File: src/rtl/track_pkg.sv
// Shared constants and types for the label-tracking event generator and its helpers.
package track_pkg;

   localparam int                LFSR_W         = 16;
   localparam logic [LFSR_W-1:0] LFSR_TAPS      = 16'hB400;
   localparam int                DEF_LABELWIDTH = 20;

   typedef enum logic [1:0] {
      IDLE,
      RUN,
      FIN
   } state_t;

endpackage

File: src/rtl/track_lfsr.sv
// 16-bit right-shifting Galois LFSR with a load-on-reset seed and an advance enable.
module track_lfsr
   import track_pkg::*;
#(
   parameter logic [LFSR_W-1:0] SEED = 16'hACE1
) (
   input  logic              clk,
   input  logic              reset_l,
   input  logic              advance,
   output logic [LFSR_W-1:0] value
);

   always_ff @(posedge clk or negedge reset_l) begin
      if (!reset_l) begin
         value <= SEED;
      end else if (advance) begin
         value <= (value >> 1) ^ (value[0] ? LFSR_TAPS : '0);
      end
   end

endmodule

File: src/rtl/track_gen.sv
// Issues N unique labels and retires each once in LFSR-scrambled order, with optional
// one-shot bogus retire; keeps a swap-remove table of outstanding labels.
module track_gen
   import track_pkg::*;
#(
   parameter int                    LABELWIDTH = DEF_LABELWIDTH,
   parameter int                    OUTLOG2    = 4,
   parameter logic [LABELWIDTH-1:0] LABEL_BASE = '0,
   parameter logic [LFSR_W-1:0]     SEED       = 16'hACE1
) (
   input  logic                  clk,
   input  logic                  reset_l,
   input  logic                  start,
   input  logic [15:0]           issue_count,
   input  logic                  inject_error,
   input  logic                  track_fifo_full,
   output logic [LABELWIDTH-1:0] track_label,
   output logic                  track_mark,
   output logic                  track_fifo_we,
   output logic                  busy,
   output logic                  done,
   output logic [OUTLOG2:0]      outstanding
);

   localparam int             DEPTH    = 1 << OUTLOG2;
   localparam logic [OUTLOG2:0] FULL_CNT = (OUTLOG2 + 1)'(DEPTH);

   state_t                state, state_nx;
   logic [15:0]           n_q, issued_q;
   logic [LABELWIDTH-1:0] label_q;
   logic [LABELWIDTH-1:0] tbl [DEPTH];
   logic                  arm_q;
   logic [LFSR_W-1:0]     lfsr;
   logic                  do_issue, do_retire, bogus, fin_go;
   logic [OUTLOG2-1:0]    idx_raw, idx, last;
   logic [OUTLOG2:0]      last_full;
   logic                  unused_bits;

   track_lfsr #(.SEED(SEED)) u_lfsr (
      .clk     (clk),
      .reset_l (reset_l),
      .advance (do_issue | do_retire),
      .value   (lfsr)
   );

   // Retire slot comes from LFSR bits above the issue/retire decision bit.
   always_comb begin
      idx_raw   = lfsr[OUTLOG2:1];
      idx       = ({1'b0, idx_raw} >= outstanding) ? '0 : idx_raw;
      last_full = outstanding - 1'b1;
      last      = last_full[OUTLOG2-1:0];
   end

   assign unused_bits = ^{lfsr[LFSR_W-1:OUTLOG2+1], last_full[OUTLOG2]};

   always_ff @(posedge clk or negedge reset_l) begin
      if (!reset_l) state <= IDLE;
      else          state <= state_nx;
   end

   always_comb begin
      state_nx  = state;
      do_issue  = 1'b0;
      do_retire = 1'b0;
      fin_go    = 1'b0;
      case (state)
         IDLE: if (start) state_nx = RUN;
         RUN: begin
            if (!track_fifo_full) begin
               if (issued_q == n_q && outstanding == '0) begin
                  state_nx = FIN;
                  fin_go   = 1'b1;
               end else if (outstanding == FULL_CNT || issued_q == n_q) begin
                  do_retire = 1'b1;
               end else if (outstanding == '0) begin
                  do_issue = 1'b1;
               end else if (lfsr[0]) begin
                  do_issue = 1'b1;
               end else begin
                  do_retire = 1'b1;
               end
            end
         end
         FIN:     state_nx = IDLE;
         default: state_nx = IDLE;
      endcase
   end

   assign bogus = do_retire & arm_q;

   always_ff @(posedge clk or negedge reset_l) begin
      if (!reset_l) begin
         n_q           <= '0;
         issued_q      <= '0;
         label_q       <= LABEL_BASE;
         arm_q         <= 1'b0;
         outstanding   <= '0;
         track_label   <= '0;
         track_mark    <= 1'b0;
         track_fifo_we <= 1'b0;
         busy          <= 1'b0;
         done          <= 1'b0;
         for (int i = 0; i < DEPTH; i++) tbl[i] <= '0;
      end else begin
         track_fifo_we <= do_issue | do_retire;
         track_mark    <= do_issue;
         track_label   <= '0;
         busy          <= (state_nx != IDLE);
         done          <= fin_go;
         if (state == IDLE && start) begin
            n_q      <= issue_count;
            issued_q <= '0;
         end
         if (bogus)             arm_q <= 1'b0;
         else if (inject_error) arm_q <= 1'b1;
         // A bogus retire emits the never-issued next label and leaves the table alone.
         if (do_issue) begin
            track_label                   <= label_q;
            tbl[outstanding[OUTLOG2-1:0]] <= label_q;
            label_q                       <= label_q + 1'b1;
            issued_q                      <= issued_q + 1'b1;
            outstanding                   <= outstanding + 1'b1;
         end else if (bogus) begin
            track_label <= label_q;
         end else if (do_retire) begin
            track_label <= tbl[idx];
            tbl[idx]    <= tbl[last];
            outstanding <= outstanding - 1'b1;
         end
      end
   end

endmodule
File: config.mk
export PLATFORM = sky130hd
export DESIGN_NAME = track_gen
export DESIGN_NICKNAME = d
export VERILOG_FILES = /design/src/rtl/track_pkg.sv /design/src/rtl/track_lfsr.sv /design/src/rtl/track_gen.sv
export SDC_FILE = /design/constraint.sdc
export NUM_CORES = 1
export LEC_CHECK = 0
export BUFFER_PORTS_ARGS = -buffer_cell sky130_fd_sc_hd__buf_2
export CORE_MARGIN = 2
export CORE_UTILIZATION = 58
export CTS_CLUSTER_SIZE = 20
export DETAILED_ROUTE_END_ITERATION = 6
export PLACE_DENSITY = 0.78
export RECOVER_POWER = 25
export REMOVE_ABC_BUFFERS = 1
export SYNTH_ARGS = -nofsm -noshare
export SYNTH_HDL_FRONTEND = slang
export SYNTH_HIERARCHICAL = 1
export SYNTH_SLANG_ARGS = --single-unit
File: constraint.sdc
create_clock -name clk -period 3.2 [get_ports clk]
set_input_delay 0.16 -clock clk [delete_from_list [all_inputs] [get_ports clk]]
set_output_delay 0.16 -clock clk [all_outputs]
set_load 0.05 [all_outputs]
* Word-level counts from Yosys, hierarchy flattened
Index checks and enable logic that the tools add are counted.
** Operators by class
- Add/subtract/negate cells :: 4
- Magnitude comparators :: 6
- Equality and inequality tests :: 4
- Muxes and demuxes :: 46
- Bitwise gates (word level) :: 6
- Reductions and logical operators :: 12
** Operator list (count)
- $mux W320 :: 3
- $bwmux W320 :: 2
- $mux W20 :: 9
- $bmux W20 S4 :: 2
- $demux W20 S4 :: 2
- $mux W16 :: 3
- $add A20 B1 Y20 const B :: 1
- $mux W1 :: 17
- $add A16 B1 Y16 const B :: 1
- $eq A16 B16 Y1 :: 1
- $xor A15 B16 Y16 :: 1
- $ge A5 B5 Y1 const B :: 3
- $mux W5 :: 3
- $not A4 Y5 :: 3
- $lt A5 B1 Y1 const B :: 2
- $reduce_bool A2 Y1 :: 4
- $mux W2 :: 3
- $add A5 B1 Y5 const B :: 1
- $eq A5 B5 Y1 const B :: 1
- $ge A4 B5 Y1 :: 1
- $logic_not A5 Y1 :: 1
- $sub A5 B1 Y5 const B :: 1
- $logic_and A1 B1 Y1 :: 4
- $mux W4 :: 1
- 8 further kinds :: 8
** Storage, ports and cells
- Bits in registers :: 420
- Bits of input ports :: 21
- Word-level logic and storage cells :: 106

* Longest topological paths before layout
Gate-level depths: netlist of the first run.
- Word-level depth :: 11
- Mapped depth :: 15

* Cells and area by module
The synthesis of the first run kept the hierarchy.
** By module, submodules not included
- track_gen :: instances 1, cells each 2175, area each 23652.7 sq um
- track_lfsr :: instances 1, cells each 40, area each 655.6 sq um

* Least setup slack after synthesis of the first run
OpenSTA, ideal clock, no wires.
- Path type :: reg-to-reg
- From :: register outstanding[0]
- To :: register tbl[125] (netlist name)
- Data arrival time :: 3.660 ns
- Path slack :: -0.590 ns
- Stages on the path, launching flop included :: 12
- Path buffers :: 5
- Period minus slack after synthesis :: 3.790 ns
- Path through :: dfrtp_1 buf_2 buf_2 inv_1 ha_1 clkbuf_1 clkbuf_1 mux4_2 mux4_2 buf_1 a22oi_1 o2bb2ai_1
** RTL lines
- start: declaration :: RTL line track_gen.sv:22 : output logic [OUTLOG2:0] outstanding
- start signal: assignment :: RTL line track_gen.sv:122 : outstanding <= outstanding + 1'b1;
- start signal: assignment :: RTL line track_gen.sv:128 : outstanding <= outstanding - 1'b1;
- $sub A5 B1 Y5
- via last_full[0] :: RTL line track_gen.sv:36 : logic [OUTLOG2:0] last_full;
- $not A4 Y5 (not written as such) :: RTL line track_gen.sv:127 : tbl[idx] <= tbl[last];
- $bmux W20 S4 :: RTL line track_gen.sv:127
- $mux W20 (not written as such) (2 in a row) :: RTL line track_gen.sv:127
- $bwmux W320 :: RTL line track_gen.sv:127
- $mux W320 :: RTL line track_gen.sv:125 : end else if (do_retire) begin
- $mux W320 :: RTL line track_gen.sv:123 : end else if (bogus) begin
- $mux W320 :: RTL line track_gen.sv:117 : if (do_issue) begin
- end signal: indexed assignment :: RTL line track_gen.sv:119 : tbl[outstanding[OUTLOG2-1:0]] <= label_q;
- end signal: indexed assignment :: RTL line track_gen.sv:127
- end: declaration :: RTL line track_gen.sv:31 : logic [LABELWIDTH-1:0] tbl [DEPTH];
The timed path passes the listed nets, and every way through them passes these cells. The select of a mux whose other input is x is not followed.
A chain may end at the register's enable or synchronous reset.

* Worst setup path in the final report of the first run
- From :: register outstanding[2]
- To :: register track_label[3]
** Between the ends
- Word-level cells in the longest chain between the ends :: 9
** Ends and longest elaborated chain
- $ge A4 B5 Y1, or another cell as far along :: RTL line track_gen.sv:49 : idx = ({1'b0, idx_raw} >= outstanding) ? '0 : idx_raw;
- $mux W4, or another cell as far along :: RTL line track_gen.sv:49
- $not A4 Y5 (not written as such) or $mux W1 (tied branches) :: RTL line track_gen.sv:126, track_gen.sv:73
- $bmux W20 S4 or $mux W1 (tied branches) :: RTL line track_gen.sv:126, track_gen.sv:70
- $mux W20 (not written as such) or $mux W1 (tied branches) :: RTL line track_gen.sv:126, track_gen.sv:69
- $mux W20 (not written as such) or $mux W1 (tied branches) :: RTL line track_gen.sv:126, track_gen.sv:66
- $mux W20 or $and A1 B1 Y1 (tied branches) :: RTL line track_gen.sv:125, track_gen.sv:89
- $mux W20 :: RTL line track_gen.sv:123
- $mux W20 (*) :: RTL line track_gen.sv:117
- end signal: assignment :: RTL line track_gen.sv:118 : track_label <= label_q;
- end signal: assignment :: RTL line track_gen.sv:124 : track_label <= label_q;
- end signal: assignment :: RTL line track_gen.sv:126 : track_label <= tbl[idx];
- end: declaration :: RTL line track_gen.sv:17 : output logic [LABELWIDTH-1:0] track_label,
Mark *: on every way between the ends. The rest lies on a longest branch, timed or not. The select of a mux whose other input is x is not followed.

==> results.py, run 1 <==
metrics = {
    "timing": {
        "timing.final.crit_period_ns": 3.176,
        "max_slew_margin_pct": -63.84,
        "grt_setup_unrepaired": "no",
        "worst_slew_pin_slew_ns": 2.458,
        "setup_viol": 0,
        "timing.final.max_slew_violations": 76,
        "max_clock_freq_mhz": 314.9,
        "final.period_utilization_pct": 99.25,
        "finalHoldViolCount": 0,
        "clock_skew_ns": 0.02355,
    },
    "drt": {
        "via_density_per_instance": 8.001,
        "post_drt_wl_per_cell_um": 34.33,
        "antenna_violating_nets_post_route": 0,
        "wl_um": 97340,
        "drt_pre_antenna_iters": 7,
        "dr.first_iter.drc_count": 4412,
        "drc": 1,
        "num_vias": 22682,
    },
    "worst_setup_path": {
        "timing.critical_path.from_type": "register",
        "rrSetupSlack_ns": 0.02,
        "critical_path_required_ns": 3.74,
        "worst_r2r_path_depth": 9,
        "critical_path.max_fanout": 21,
        "worstSetupEndpointType": "register",
        "critical_path_class": "register to register",
        "reg2reg_to": "track_label[3]",
        "timing.critical_path.arrival_ns": 3.71,
        "rr_startpoint": "outstanding[2]",
    },
    "logic_synthesis": {
        "synth_enable_flop_cells": 0,
        "synth_cells": 2215,
        "part_of_the_yosys_area_used_for_sequential_elements_pct": 43.28,
        "synth_area_um2": 24310,
        "netlist-cell-type-count": 73,
        "synth_async_sr_flop_share_pct": 100.0,
        "synth-main-ff-cell": "dfrtp_1",
        "ys_ff_latch": 420,
        "synthesis.yosys.warnings": 6,
        "synthesis.area_per_instance_um2": 10.97,
    },
    "cells_and_area": {
        "utilization_pct": 66.88,
        "fin_cells": 2835,
        "fin_area_um2": 27870,
        "register_area_um2": 10530,
        "fillers": 3209,
        "areaGrowthSynthToFinish_pct": 14.63,
        "area_occupied_by_multi_input_gates_um2": 12610,
        "drive_above_1_share_pct": 23.87,
        "number_of_diodes_added_for_antenna_fixing": 0,
        "nets": 2292,
    },
    "min_path": {
        "worstHoldPathCells": 4,
        "worstHoldEndpoint": "n_q[1]",
        "min-delay-path-class": "primary input to register",
        "hold_path_start": "issue_count[1]",
    },
    "place": {
        "placement.io_buffers": 49,
        "place.detailed.hpwl_um": 61600,
        "detailed_place.area_um2": 26060,
        "gp_routability_congestion": 1.025,
        "numPlacedInstances": 2729,
    },
    "clock_tree": {
        "ctsRootBufferMaster": "clkbuf_16",
        "cts_max_level": 2,
        "cts_sinks": 420,
        "cts.clk_slew.worst_paths_ns": 0.06,
        "post_cts.repair.setup_buffers": 0,
        "tritoncts": "yes",
        "worst_skew_pair_latency_ns": 0.61,
        "numCtsBuffers": 47,
        "clock_path_buffers": 3,
    },
    "run": {
        "max-cap-violations": 1,
    },
    "global_route": {
        "grt_util_all_layers_pct": 44.86,
        "grt_pass1_vias": 22529,
        "antenna_violations_before_repair": 1,
        "grt_pass1_wl_um": 145300,
        "grt_overflow_total": 0,
        "grt_start_max_net_pins": 81,
    },
    "pwr": {
        "leakage_nw": 11.28,
        "power_density_nw_per_um2": 925.1,
        "peakVddDrop_uv": 973.7,
        "report.power.total_mw": 25.78,
    },
    "floorplan": {
        "start_util_pct": 58.34,
        "floorplan.die.width_um": 208.7,
        "die_h_um": 208.7,
        "core_region_area_um2": 41670,
        "die-area_um2": 43560,
        "ios": 50,
        "placement_rows": 75,
    },
    "outcome": {
        "outcome": "finished, violations left",
        "violations": "DRC, capacitance limit, slew limit",
    },
}
[power by group]
part	switching (mW)	internal [mW]
clock	2.34	3.38
sequential	0.579	5.99
combinational	9.16	4.33
total	12.1	13.7
[routing by layer]
layer / vias to the layer above / track usage, % / part of all wire (%)
met5: - / 0 / 0
met4: 0 / 29.98 / 8.2
met3: 539 / 17.18 / 16
met2: 2190 / 61.67 / 41
met1: 11099 / 58.98 / 35
li1: 8854 / - / -
[how the worst max path moves through the flow]
stage              startpoint              end  slack, ns  cells after the start
3_3_place_gp      issued_q[0]  track_label[12]       0.13                      8
6_report       outstanding[2]   track_label[3]       0.02                      9
2_1_floorplan  outstanding[0]         tbl[102]      -6.59                      8
3_5_place_dp   outstanding[0]         tbl[201]       0.13                     11
5_1_grt          issued_q[10]          tbl[62]       0.02                      8
4_1_cts           issued_q[0]  track_label[10]       0.09                      8
[cells in the final DEF (no fill, tap or decap), types with 12 or more instances in the layout]
master         instances
nor3_2                12
mux4_2               111
dlygate4sd3_1         21
nand2_1              117
mux2_2                36
buf_2                 48
a211oi_1              14
clkbuf_16             49
buf_4                168
o22ai_1               49
xor2_1                20
o21ai_2               16
xnor2_1               25
a222oi_1              30
a32o_1                17
mux2i_1               43
nand3_1               29
buf_12                22
a22oi_1              267
a22o_1                38
o21ai_0               54
nor2_1                89
dfrtp_1              409
a21oi_1               37
o2bb2ai_1            255
inv_1                 65
nor3_1                28
[cells by family (layout without fill, tap and decap cells)]
| kind of cell | Yosys count | count (layout) | synth area share (%) |
|---|---|---|---|
| adders and majority gates | 11 | 11 | 0.5662 |
| AOI/OAI and AO/OA | 864 | 864 | 27.84 |
| xor gates and xnor gates | 47 | 47 | 1.693 |
| buffers and inverters | 336 | 417 | 5.832 |
| DFF | 420 | 420 | 43.28 |
| muxes | 194 | 194 | 13.97 |
| and+or+nand+nor | 343 | 343 | 6.825 |
[flip-flops by register name, summed over array words and instances (netlist names), 2 cells and up]
| signal | cells |
|---|---|
| issued_q | 16 |
| label_q | 20 |
| n_q | 16 |
| outstanding | 5 |
| state | 2 |
| tbl | 320 |
| track_label | 20 |
| u_lfsr/value | 16 |
[Yosys cell counts (8+ instances only)]
library cell	n	area, um2
nand4_1	10	62.56
o22ai_1	49	306.5
nand3_1	29	145.1
dfstp_2	8	210.2
xor2_1	20	175.2
o2bb2ai_1	255	2233
a222oi_1	30	300.3
o21ai_1	17	85.08
or3_1	9	56.30
a22o_1	38	332.8
a211oi_1	18	135.1
mux4_2	111	2500
and4_1	9	78.83
o21ai_0	54	270.3
clkbuf_1	149	559.3
nor2_1	89	334.1
a32o_1	17	170.2
xnor2_1	27	236.5
buf_2	82	410.4
a21oi_1	42	210.2
a22oi_1	267	2004
nand2_1	117	439.2
dfrtp_1	412	10310
ha_1	11	137.6
mux2_2	36	405.4
nor3_1	38	190.2
inv_1	65	244.0
mux2i_1	43	430.4
buf_1	30	112.6
[layout make-up]
type / instances / area share, %
Multi-Input combinational cell: 1459 / 45.24
Sequential cell: 420 / 37.79
Timing Repair Buffer: 264 / 7.867
Clock buffer: 71 / 5.092
Tap cell: 539 / 2.420
Inverter: 68 / 0.9160
Clock inverter: 14 / 0.6735
[per-stage QoR]
step | setup slack [ns] | hold WS [ns] | TNS (ns)
6_report | 0.02411 | 0.2841 | 0
5_1_grt | 0.02030 | 0.2960 | 0
4_1_cts | 0.09082 | 0.2137 | 0
3_5_place_dp | 0.1251 | 0.2405 | 0
3_3_place_gp | 0.1267 | 0.2415 | 0
2_1_floorplan | -6.590 | -0.1356 | -1993.22
[worst max-delay path, stage by stage, from the launching register on]
cell and delay [ns]:
dfrtp_1 0.38, inv_1 0.12, ha_1 0.27, a211oi_1 0.32
or3_1 0.23, buf_12 0.22, and3_1 0.81, a211oi_1 0.29
nor3_1 0.27, a32o_1 0.20
[repair_timing]
item	in CTS	in global routing
hold endpoints to repair	83	0
endpoints found under the setup margin	0	9
hold buffers	21	0
resized for setup	0	4
No activity file was read; power rests on OpenSTA's default activity.
==> run 2, diff against run 1 <==
- CELL_PAD_IN_SITES_DETAIL_PLACEMENT: default -> 1
- CELL_PAD_IN_SITES_GLOBAL_PLACEMENT: default -> 2
- CORE_UTILIZATION: 58 -> 40
- CTS_BUF_LIST: default -> sky130_fd_sc_hd__clkbuf_8
- CTS_CLUSTER_SIZE: 20 -> default
- PLACE_DENSITY: 0.78 -> default
- PLACE_DENSITY_LB_ADDON: default -> 0.1
==> run 2 against run 1 <==
The flow still finishes with violations (DRC, capacitance limit, slew limit). Fmax up 1.6%. Wire length rose by 13%. Total power up 2.6%. Setup slack gained 0.050 ns. Critical path type unchanged.
==> results.py, run 2 (synthesis results as in run 1) <==
metrics = {
    "global_route": {
        "antenna_violations_before_repair": 2,
        "grt_start_max_net_pins": 101,
        "grt_pass1_vias": 23024,
        "grt_util_all_layers_pct": 34.81,
        "grt_overflow_total": 0,
        "grt_pass1_wl_um": 161700,
    },
    "clock_tree": {
        "cts.clk_slew.worst_paths_ns": 0.06,
        "cts_sinks": 420,
        "ctsRootBufferMaster": "clkbuf_8",
        "worst_skew_pair_latency_ns": 0.70,
        "tritoncts": "yes",
        "cts_max_level": 3,
        "numCtsBuffers": 81,
        "clock_path_buffers": 3,
    },
    "cells_and_area": {
        "layout_top_registers": "tbl x320, label_q x20, track_label x20",
        "drive_above_1_share_pct": 26.45,
        "fin_cells": 3181,
        "areaGrowthSynthToFinish_pct": 18.91,
        "largest_register": "tbl",
        "register_area_um2": 10530,
        "largest_register_ff_count": 320,
        "fillers": 6355,
        "mostFrequentLayoutCell": "dfrtp_1",
        "layout.cells.most_common_list": "dfrtp_1 (409), a22oi_1 (267), o2bb2ai_1 (255)",
        "area_occupied_by_multi_input_gates_um2": 12700,
        "nets": 2376,
        "utilization_pct": 47.98,
    },
    "timing": {
        "setup_ws_ns": 0.07369,
        "final.period_utilization_pct": 97.70,
        "hold_ws_ns": 0.2211,
        "clock_skew_ns": 0.04659,
        "max_slew_margin_pct": -99.25,
        "worst_slew_pin_slew_ns": 2.989,
        "setup_viol": 0,
        "timing.final.max_slew_violations": 95,
        "max_clock_freq_mhz": 319.9,
        "timing.final.crit_period_ns": 3.126,
        "tns_ns": 0,
        "finalHoldViolCount": 0,
    },
    "floorplan": {
        "die-area_um2": 62760,
        "floorplan.die.width_um": 250.5,
        "start_util_pct": 40.35,
        "placement_rows": 90,
        "die_h_um": 250.5,
        "ios": 50,
        "core_region_area_um2": 60250,
    },
    "worst_setup_path": {
        "worstSetupEndpointType": "register",
        "path_buf_inv": 3,
        "critical_path.max_fanout": 8,
        "timing.critical_path.from_type": "register",
        "critPathTopFamily": "simple AND/OR/NAND/NOR gates",
        "worst_r2r_path_depth": 10,
        "crit_slowest_cell": "nor3_4",
        "timing.critical_path.arrival_ns": 3.67,
        "crit_chain": "inv_1 > ha_4 > or3b_4 > or2_4 > a21o_2 > buf_4 > nor3_4 > o21ai_2 > buf_4 > o2bb2ai_1",
        "critical_path_class": "register to register",
        "timing.critical_path.mode_cell": "buf_4",
        "worstSetupPathDepth": 10,
        "rrSetupSlack_ns": 0.07,
        "critical_path_required_ns": 3.74,
        "cpPeakStageDelay_ns": 0.53,
    },
    "drt": {
        "post_drt_wl_per_cell_um": 34.45,
        "drt_pre_antenna_iters": 7,
        "antenna_violating_nets_post_route": 0,
        "drc": 2,
        "num_vias": 22192,
        "via_density_per_instance": 6.976,
        "wl_um": 109600,
        "dr.first_iter.drc_count": 2581,
    },
    "pwr": {
        "peakVddDrop_uv": 662.5,
        "power_report.internal_total_mw": 13.89,
        "total_switching_power_mw": 12.56,
        "part_of_the_total_power_dissipated_in_the_clock_network_pct": 20.6,
        "power_density_nw_per_um2": 914.9,
        "leakage_nw": 11.77,
        "switching_share_pct": 47.49,
        "seq_power_share_pct": 24.9,
        "p_comb_share_pct": 54.4,
    },
    "place": {
        "numPlacedInstances": 3008,
        "gp_routability_congestion": 0.8915,
        "place.detailed.hpwl_um": 71700,
        "placement.io_buffers": 49,
        "post-place-ws_ns": -0.1623,
    },
    "outcome": {
        "outcome": "finished, violations left",
        "violations": "DRC, capacitance limit, slew limit",
    },
    "run": {
        "max-cap-violations": 1,
    },
    "min_path": {
        "min-delay-path-class": "primary input to register",
        "worstHoldPathCells": 4,
    },
}
-- run 2: what timing repair did --
item	CTS	global route
gates resized for setup	5	9
pin swaps	0	5
hold buffers	21	0
cloned	0	1
hold endpoints to repair	106	0
setup endpoints to repair	41	123
setup buffers	0	13
-- run 2: worst paths after layout --
| path | startpoint | to |
|---|---|---|
| setup / recovery | outstanding[0] | tbl[163] |
| hold / removal | issue_count[4] | n_q[4] |
| setup reg to reg | outstanding[0] | tbl[163] |
| hold reg to reg | state[1] | busy |
| max in group asynchronous | reset_l | label_q[17] |
| min in group asynchronous | reset_l | tbl[30] |
-- run 2: cell type report --
type,instances,area share (%)
flip-flops and latches,420,36.43
diodes,2,0.01731
clock buffers,102,4.857
inverters,68,0.8830
well taps,782,3.385
clock inverters,34,0.6580
repair buffers,314,9.839
multi-input cells,1459,43.93
-- run 2: power by group through the flow --
stage	combinational, mW	sequential, mW	clock (mW)
4_1_cts	13.9	6.57	5.57
2_1_floorplan	6.10	7.36	0
3_3_place_gp	13.7	6.62	0
5_1_grt	14.8	6.65	5.81
6_report	14.4	6.59	5.46
3_5_place_dp	13.8	6.65	0
-- run 2: through the flow --
step,total power [mW],cell area [um2]
floorplan,13.45,23150
global placement,20.28,26920
detailed placement,20.46,26920
CTS,26.04,28750
global route,27.30,28900
finish,26.44,28910
-- run 2: layer usage --
metal	wire length, um	track usage [%]	vias up	part of all wire, %
met4	4971	16.53	0	4.5
met3	9035	8.022	285	8.2
met5	0	0	-	0
met1	44610	46.19	11696	41
li1	-	-	9021	-
met2	50960	53.97	1190	47
-- run 2: worst min-delay path, cell delays in order --
cell and delay [ns]:
dlygate4sd3_1 0.51, buf_2 0.09, nand2_1 0.04, nand2_1 0.04
